--- src/rtl/regfile_np_sb.sv ---
// regfile_np_sb: dual-write, multi-read register file with write-through bypass,
// optional hardwired-zero r0 and a load scoreboard with sticky misuse flags.
module regfile_np_sb #(
    parameter int DATA_W  = 8,
    parameter int DEPTH   = 16,
    parameter int ADDR_W  = 4,
    parameter int NUM_RD  = 2,
    parameter int BYPASS  = 1,
    parameter int R0_ZERO = 0
) (
    input  logic                     clk,
    input  logic                     arst_n,
    input  logic                     wa_en,
    input  logic [ADDR_W-1:0]        wa_addr,
    input  logic [DATA_W-1:0]        wa_data,
    input  logic                     wb_en,
    input  logic [ADDR_W-1:0]        wb_addr,
    input  logic [DATA_W-1:0]        wb_data,
    input  logic                     lock_en,
    input  logic [ADDR_W-1:0]        lock_addr,
    input  logic [NUM_RD*ADDR_W-1:0] rd_addr,
    output logic [NUM_RD*DATA_W-1:0] rd_data,
    output logic [NUM_RD-1:0]        rd_busy,
    output logic                     any_busy,
    output logic                     err_dbl_lock,
    output logic                     err_stray_wb
);
    logic [DATA_W-1:0] mem [DEPTH];
    logic [DEPTH-1:0]  busy, set_m, clr_m;
    logic              wa_ok, wb_ok, lock_ok;

    // with a hardwired r0, every access to address 0 is dropped before it reaches state
    assign wa_ok   = wa_en && !(R0_ZERO != 0 && wa_addr == '0);
    assign wb_ok   = wb_en && !(R0_ZERO != 0 && wb_addr == '0);
    assign lock_ok = lock_en && !(R0_ZERO != 0 && lock_addr == '0);

    always_comb begin
        set_m = lock_ok ? DEPTH'(1) << lock_addr : '0;
        clr_m = wb_ok ? DEPTH'(1) << wb_addr : '0;
    end

    always_ff @(posedge clk or negedge arst_n) begin
        if (!arst_n) begin
            for (int i = 0; i < DEPTH; i++) mem[i] <= '0;
            busy         <= '0;
            err_dbl_lock <= 1'b0;
            err_stray_wb <= 1'b0;
        end else begin
            if (wb_ok) mem[wb_addr] <= wb_data;
            if (wa_ok) mem[wa_addr] <= wa_data;
            busy         <= (busy & ~clr_m) | set_m;
            err_dbl_lock <= err_dbl_lock | (lock_ok & busy[lock_addr]);
            err_stray_wb <= err_stray_wb | (wb_ok & ~busy[wb_addr]);
        end
    end

    assign any_busy = |busy;

    for (genvar k = 0; k < NUM_RD; k++) begin : g_rd
        logic [ADDR_W-1:0] a;
        logic              zero, hit_a, hit_b;
        assign a     = rd_addr[k*ADDR_W +: ADDR_W];
        assign zero  = R0_ZERO != 0 && a == '0;
        assign hit_a = BYPASS != 0 && wa_ok && wa_addr == a;
        assign hit_b = BYPASS != 0 && wb_ok && wb_addr == a;
        assign rd_data[k*DATA_W +: DATA_W] = zero ? '0 : hit_a ? wa_data : hit_b ? wb_data : mem[a];
        // a completing load clears busy in the same cycle; a new lock only shows after the edge
        assign rd_busy[k] = !zero && !hit_b && busy[a];
    end
endmodule
--- config.mk ---
export PLATFORM = sky130hd
export DESIGN_NAME = regfile_np_sb
export DESIGN_NICKNAME = d
export VERILOG_FILES = /design/src/rtl/regfile_np_sb.sv
export SDC_FILE = /design/constraint.sdc
export NUM_CORES = 1
export LEC_CHECK = 0
export BUFFER_PORTS_ARGS = -buffer_cell sky130_fd_sc_hd__buf_2
export CAP_MARGIN = 20
export CORE_ASPECT_RATIO = 1.1
export CORE_UTILIZATION = 30
export CTS_CLUSTER_SIZE = 20
export DETAILED_ROUTE_END_ITERATION = 8
export SETUP_SLACK_MARGIN = 0.3
export SYNTH_ARGS = -nofsm -noshare
export SYNTH_HDL_FRONTEND = slang
export SYNTH_SLANG_ARGS = --single-unit
--- constraint.sdc ---
create_clock -name clk -period 2 [get_ports clk]
set_input_delay 0 -clock clk [delete_from_list [all_inputs] [get_ports clk]]
set_output_delay 0 -clock clk [all_outputs]
set_load 0.05 [all_outputs]
Word level (Yosys, flattened, before mapping)

Index checks and enable logic that the tools add are counted.

Register bits: 146
Bits in latches: 0
Bits in writable memories: 0
Bits in read-only memories: 0
Input bits: 41
Output and inout bits: 21
Logic and storage cells: 86
Memories: 0

Add/subtract/negate cells: 0
$mul: 0
Divide/modulo/power cells: 0
Order comparisons: 10
Equality and inequality tests: 4
Shift operators: 2
Multiplexer cells: 28
Bitwise operators: 12
Reductions and logical operators: 11

Operators by type and width:

| cell                 | count |
|---|---|
| $bwmux 128           | 2 |
| $mux 128             | 2 |
| $mux 8               | 10 |
| $bmux 8 s4           | 2 |
| $demux 8 s4          | 2 |
| $mux 16              | 2 |
| $shl 1x4->16 const A | 2 |
| $ge 5x5->1 const B   | 4 |
| $lt 4x5->1 const B   | 4 |
| $not 4->5            | 4 |
| $and 16x16->16       | 1 |
| $bmux 1 s4           | 4 |
| $eq 4x4->1           | 4 |
| $not 16->16          | 1 |
| $or 16x16->16        | 1 |
| $reduce_or 16->1     | 1 |
| $lt 5x1->1 const B   | 2 |
| $logic_and 1x1->1    | 8 |
| $mux 1               | 4 |
| $and 1x1->1          | 2 |
| $logic_not 1->1      | 2 |
| $or 1x1->1           | 2 |
| $not 1->1            | 1 |

Depth between registers and ports, before layout

Gate-level depths: netlist of the first run.

Word-level depth: 9
Gate-level depth with buffers: 8
Gate-level depth less buffers: 5

Worst setup path after synthesis of the first run

OpenSTA, ideal clock, no wires.

Path kind: input-to-output
Start: input port rd_addr[5]
End: output port rd_data[10]
Data arrival time: 2.253 ns
Required time: 2.000 ns
Slack: -0.253 ns
Stages: 5
Path buffers: 1
Cell sequence: buf_2 -> xor2_1 -> nor4_4 -> nor2_1 -> a222oi_1

Cells in the longest elaborated chain, start to end: 6
Elaborated cells on any way between the ends: 10
Those cells by class: eq/ne: 2; mux: 5; bitwise: 1; reduce/logical: 2

Ends and longest elaborated chain:

| element                                    | line | text |
|---|---|---|
| from (decl)                                | 21   | `input logic [NUM_RD*ADDR_W-1:0] rd_addr,` |
| $not 4->5 (implied by the code)            | 66   | `assign rd_data[k*DATA_W +: DATA_W] = zero ? '0 : hit_a ? wa_data : hit_b ? wb_data : mem[a];` |
| $bmux 8 s4                                 | 66   |  |
| $mux 8 (implied by the code) (2 in series) | 66   |  |
| $mux 8                                     | 66   |  |
| $mux 8 (*)                                 | 66   |  |
| to (decl)                                  | 22   | `output logic [NUM_RD*DATA_W-1:0] rd_data,` |

Mark *: on every way between the ends. The rest lies on a longest branch, timed or not. The select of a mux whose other input is x is not followed.

Worst setup path in the final report of the first run

Start: register mem[52] (netlist name)
End: output port rd_data[12]

Cells in the longest elaborated chain, start to end: 5

Ends and longest elaborated chain:

| element                                    | line | text |
|---|---|---|
| from (decl)                                | 28   | `logic [DATA_W-1:0] mem [DEPTH];` |
| from (signal, indexed assignment)          | 49   | `if (wb_ok) mem[wb_addr] <= wb_data;` |
| from (signal, indexed assignment)          | 50   | `if (wa_ok) mem[wa_addr] <= wa_data;` |
| $bmux 8 s4                                 | 66   |  |
| $mux 8 (implied by the code) (2 in series) | 66   |  |
| $mux 8 (2 in series)                       | 66   |  |

Every way passes these cells. The select of a mux whose other input is x is not followed.

==> results of run 1 <==
==> cell type report <==
class | count | area, sq um | share of cell area
inverters | 18 | 67.6 | 0.00552
clock buffers | 18 | 439 | 0.0359
clock inverters | 14 | 159 | 0.0130
repair buffers | 175 | 1480 | 0.121
flip-flops and latches | 146 | 3660 | 0.299
well taps | 426 | 533 | 0.0435
diodes | 1 | 2.50 | 0.000204
multi-input cells | 713 | 5910 | 0.482
==> cell usage after synthesis (12+ instances only) <==
library cell | n | area share
dfrtp_1 | 146 | 0.37
a21oi_1 | 124 | 0.063
inv_1 | 18 | 0.0069
a22oi_1 | 16 | 0.012
buf_2 | 29 | 0.015
nor2_1 | 129 | 0.049
o21ai_0 | 64 | 0.033
nand2_1 | 75 | 0.029
mux2i_1 | 106 | 0.11
mux4_2 | 77 | 0.18
xor2_1 | 12 | 0.011
clkbuf_1 | 36 | 0.014
==> power groups by stage <==
stage / clock, W / sequential [W] / combinational (W)
after floorplan: 0 / 0.00411 / 0.00245
after detailed placement: 0 / 0.00439 / 0.00332
after CTS: 0.00337 / 0.00433 / 0.00374
final: 0.00332 / 0.00436 / 0.00387
after global routing: 0.00349 / 0.00444 / 0.00411
after global placement: 0 / 0.00435 / 0.00326
==> path summary, 6_finish.rpt <==
path                              start            to  slack, ns  depth (start not counted)
hold reg to reg            err_dbl_lock  err_dbl_lock       0.48                          2
max in group asynchronous        arst_n       mem[25]       1.31                          3
setup reg to reg                busy[1]  err_stray_wb       0.38                          5
setup / recovery                mem[52]   rd_data[12]      -0.22                          6
min in group clk             wa_data[4]      mem[108]       0.04                          3
hold / removal                   arst_n       mem[39]       0.01                          2
==> metrics by stage <==
step,power (W),setup WS (ns)
2_1_floorplan,0.00655,-0.220
3_3_place_gp,0.00761,0.0698
3_5_place_dp,0.00771,0.0648
4_1_cts,0.0114,-0.232
5_1_grt,0.0120,-0.303
6_report,0.0116,-0.221
==> state kept, by name, summed over array words and instances (netlist names) <==
name,flops
err_dbl_lock,1
mem,128
err_stray_wb,1
busy,16
==> kinds of logic after synthesis <==
group / Yosys count
and+or+nand+nor: 266
xor gates and xnor gates: 16
muxes: 187
DFF: 146
AOI/OAI and AO/OA: 244
buffers and inverters: 111
==> timing repair <==
action,in CTS,in global routing
setup endpoints to repair,18,19
hold endpoints to repair,166,0
cloned,0,0
pin swaps,20,12
resized for setup,64,30
setup buffers,16,3
hold buffers,13,0
==> metal layers <==
layer  vias to the layer above  routed length [um]
li1                       3767                   -
met1                      4184               14000
met2                       425               16200
met3                        84                2750
met4                         0                1770
met5                         -                   0
==> impl_metrics.yaml, run 1 <==
layout:
  synthToLayoutAreaGrowth_pct: 24.6
  nets: 1112
  fillCellCount: 3188
  final_cells: 1511
  final_common_cell: "dfrtp_1"
  drive_gt1_frac: 0.322
  final_util: 0.379
  finalInstanceArea_sq_um: 12200
  layout_common_cells: "142 x dfrtp_1, 128 x nor2_1, 116 x a21oi_1"
timing:
  rsz0062_at_grt: "true"
  fmax_mhz: 450
  max_slew_margin: 0.461
  finalMaxSlewViolations: 0
  fin_crit_sh: 1.11
  skew_ns: 0.00442
  hold_violations: 0
  setup_viol: 17
  period_needed_ns: 2.22
  finalWorstSetupSlack_ns: -0.221
  worst_pin_slew_ns: 0.805
  hold-worst-slack_ns: 0.0146
  fin_setup_tns_ns: -2.20
global_route:
  use_met1: 0.272
  met3_usage: 0.0392
  first_global_vias: 8306
  grt-ovfl-total: 0
  top_usage_layer: "met2"
  antenna_found_initial: 0
  met2_usage: 0.335
  grt_pass1_wl_um: 52300
  grt_max_degree: 62
  grt_use_total: 0.212
setup_path:
  start_kind: "flop"
  worstPathMaxFanout: 3
  critPathMaxStageDelay_ns: 0.48
  cp.required_ns: 2.00
  path_class: "reg -> out"
  path_buf_inv: 1
  worstSetupEndpointType: "primary output"
  cp_cell_sequence: "mux4_2 > nor2b_4 > a211oi_2 > a21oi_1 > a221o_2 > buf_8"
  arrival_ns: 2.22
  cpLargestDelayFamily: "compound AO/OA/AOI/OAI gates"
  slowest_stage: "mux4_2"
pwr:
  p_seq_frac: 0.377
  ir_drop_mv: 0.666
  power_density_nw_per_um2: 943
  power_frac_clock: 0.288
  switching_share: 0.352
  p_comb_frac: 0.335
  power.internal_w: 0.00748
  leakagePower_nw: 4.83
  p_switching_w: 0.00407
synth:
  avgSynthCellArea_sq_um: 10.1
  synthArstFlopShare: 1.00
  synth_edf_count: 0
  ys_types: 51
  synth_top_family_by_area: "multiplexers"
  postSynthRegisterBits: 146
  yosys.area_share.adder: 0
  synthMuxAreaShare: 0.294
  synth_compound_area_frac: 0.143
  synthesis.area_sq_um: 9830
  yosys.area_share.simple: 0.122
  synth-main-ff-cell: "dfrtp_1"
  synth_xor_area_frac: 0.0143
  syn_nets: 1011
  synth-seq-area-share: 0.372
  synthCells: 970
  yosysWarningCount: 0
route:
  ant_nets: 0
  routed_via_density: 5.60
  drc_errors: 0
  routedWlPerCell_um: 23.0
  via_count: 8460
  drt_iter0_drc: 1070
  drt-pass1-iter-count: 6
  wl_um: 34700
placement:
  dp_hpwl_um: 24600
  dpl_cell_area_sq_um: 11000
  port_buffers: 61
  placedCellCount: 1446
  gp_congestion: 0.967
clock_tree:
  numCtsBuffers: 17
  tritoncts: "done"
  cts_root_buf: "clkbuf_16"
  htreeDepth: 4
  cts_buffer_depth: 2
  clock_latency_ns: 0.44
  cts.clk_slew.worst_paths_ns: 0.07
  cts.sink_count: 146
floorplan:
  start_util: 0.304
  fp.dieW_um: 175
  rows: 69
  core_sq_um: 32300
  dieHeight_um: 192
  io_pins: 62
  die_area_sq_um: 33500
outcome:
  violations: "setup timing"
  status: "finished with violations"
run:
  max_cap_violations: 0
hold_path:
  hold_class: "in -> async"
No activity file was read; power rests on OpenSTA's default activity.
==> run 2: changes to the inputs <==
Settings changed: RECOVER_POWER from default to 25.
==> run 2 against run 1 <==
  * The run still ends with setup timing left
  * Register-to-register slack barely moved
  * Largest power group unchanged
  * Sequential share of layout area rose by 0.076 points
  * Power barely moved
  * Critical path depth did not move
  * Clock power barely moved
  * Maximum frequency fell by 0.19%
  * First-iteration DRC count fell by 3.0%
  * Final area fell by 0.25%
  * Setup slack got worse by 0.0043 ns
==> impl_metrics.yaml, run 2 (synthesized netlist as in run 1, its figures left out) <==
clock_tree:
  cts_buffer_depth: 2
  numCtsBuffers: 17
  cts.clk_slew.worst_paths_ns: 0.07
  clock_latency_ns: 0.44
  tritoncts: "done"
  cts_root_buf: "clkbuf_16"
  cts.sink_count: 146
  htreeDepth: 4
setup_path:
  worstSetupEndpointType: "primary output"
  cp.required_ns: 2.00
  crit_start: "mem[52]"
  cpLargestDelayFamily: "compound AO/OA/AOI/OAI gates"
  r2r_start: "busy[1]"
  path_class: "reg -> out"
  rr_worst_depth: 5
  arrival_ns: 2.23
  cp_num_cells: 6
  cp_cell_sequence: "mux4_2 > nor2b_4 > a211oi_2 > a21oi_1 > a221o_2 > buf_8"
  critPathMaxStageDelay_ns: 0.48
  slowest_stage: "mux4_2"
  reg2reg_slack_ns: 0.37
  worstPathMaxFanout: 3
  crit_end: "rd_data[12]"
  rr_endpoint: "err_stray_wb"
  start_kind: "flop"
  path_buf_inv: 1
timing:
  finalWorstSetupSlack_ns: -0.225
  hold_violations: 0
  worst_pin_slew_ns: 0.888
  rsz0062_at_grt: "true"
  max_slew_margin: 0.408
  finalMaxSlewViolations: 0
  fmax_mhz: 449
  period_needed_ns: 2.23
  fin_setup_tns_ns: -2.14
  fin_crit_sh: 1.11
  skew_ns: 0.00621
  setup_viol: 17
floorplan:
  core_sq_um: 32300
  die_area_sq_um: 33500
  rows: 69
  dieHeight_um: 192
  io_pins: 62
  start_util: 0.304
  fp.dieW_um: 175
layout:
  finalInstanceArea_sq_um: 12200
  drive_gt1_frac: 0.322
  seq_area_sq_um: 3660
  layout_common_cells: "142 x dfrtp_1, 128 x nor2_1, 116 x a21oi_1"
  top_register: "mem"
  largest_reg_flops: 128
  reg_top3: "mem (128), busy (16)"
  synthToLayoutAreaGrowth_pct: 24.2
  final_common_cell: "dfrtp_1"
  fillCellCount: 3191
  nets: 1112
  final_cells: 1511
  multi_input_area_sq_um: 5910
run:
  max_cap_violations: 0
outcome:
  status: "finished with violations"
  violations: "setup timing"
placement:
  port_buffers: 61
  dp_hpwl_um: 24600
  placedCellCount: 1446
  gp_congestion: 0.967
  dpl_cell_area_sq_um: 11000
global_route:
  antenna_found_initial: 0
  grt_pass1_wl_um: 52300
  grt-ovfl-total: 0
  grt_max_degree: 62
  first_global_vias: 8306
  grt_use_total: 0.212
route:
  routed_via_density: 5.59
  wl_um: 34700
  routedWlPerCell_um: 23.0
  ant_nets: 0
  drc_errors: 0
  drt-pass1-iter-count: 6
  drt_iter0_drc: 1038
  via_count: 8442
hold_path:
  hold_class: "in -> reg"
pwr:
  power_density_nw_per_um2: 946
  ir_drop_mv: 0.659
  p_total_w: 0.0115
  leakagePower_nw: 4.81
## run 2: changes by cell type in the layout (fill, tap and decap cells not counted), sizes merged
cell / change
clkbuf: +3
buf: -3
## run 2: layout make-up
class                   instances  area share
clock inverters                14      0.0130
well taps                     426      0.0436
inverters                      18     0.00553
clock buffers                  18      0.0360
multi-input cells             713       0.484
repair buffers                175       0.119
diodes                          1    0.000205
flip-flops and latches        146       0.300
## run 2: worst min path at each step
stage          startpoint            to  slack, ns  cells past startpoint
5_1_grt        wa_data[4]      mem[124]       0.06                      3
4_1_cts            arst_n       mem[39]       0.02                      2
6_report       wa_data[2]       mem[26]       0.05                      4
3_3_place_gp       arst_n       busy[3]      -0.08                      1
2_1_floorplan      arst_n       busy[0]      -0.30                      0
3_5_place_dp       arst_n  err_dbl_lock      -0.07                      1
## run 2: per-stage QoR
step / hold WS, ns / worst slack [ns] / util
global placement: -0.0847 / 0.0698 / 0.342
finish: 0.0494 / -0.225 / 0.378
detailed placement: -0.0739 / 0.0648 / 0.342
global route: 0.0604 / -0.303 / 0.378
floorplan: -0.296 / -0.220 / -
CTS: 0.0243 / -0.232 / 0.374
## run 2: layer usage
layer	up-vias	global-route usage	routed length (um)
met4	0	0.126	1730
met2	388	0.335	16300
li1	3762	-	-
met1	4209	0.272	14300
met3	83	0.0392	2370
met5	-	0	0
## run 2: where the power goes
| group | total (W) | switching (W) | internal (W) |
|---|---|---|---|
| logic | 0.00386 | 0.00188 | 0.00198 |
| clock network | 0.00333 | 0.00151 | 0.00181 |
| registers | 0.00436 | 0.000683 | 0.00368 |
## run 2: what timing repair did
item | in CTS | in global routing
endpoints found under the setup margin | 18 | 19
setup buffers | 16 | 3
hold endpoints to repair | 166 | 0
pin swaps | 20 | 12
resized for setup | 64 | 30
hold buffers | 13 | 0
## run 2: tightest hold or removal path: stages
cell and delay (ns):
buf_2 0.10, buf_4 0.20, nand2_1 0.07, o21ai_0 0.06
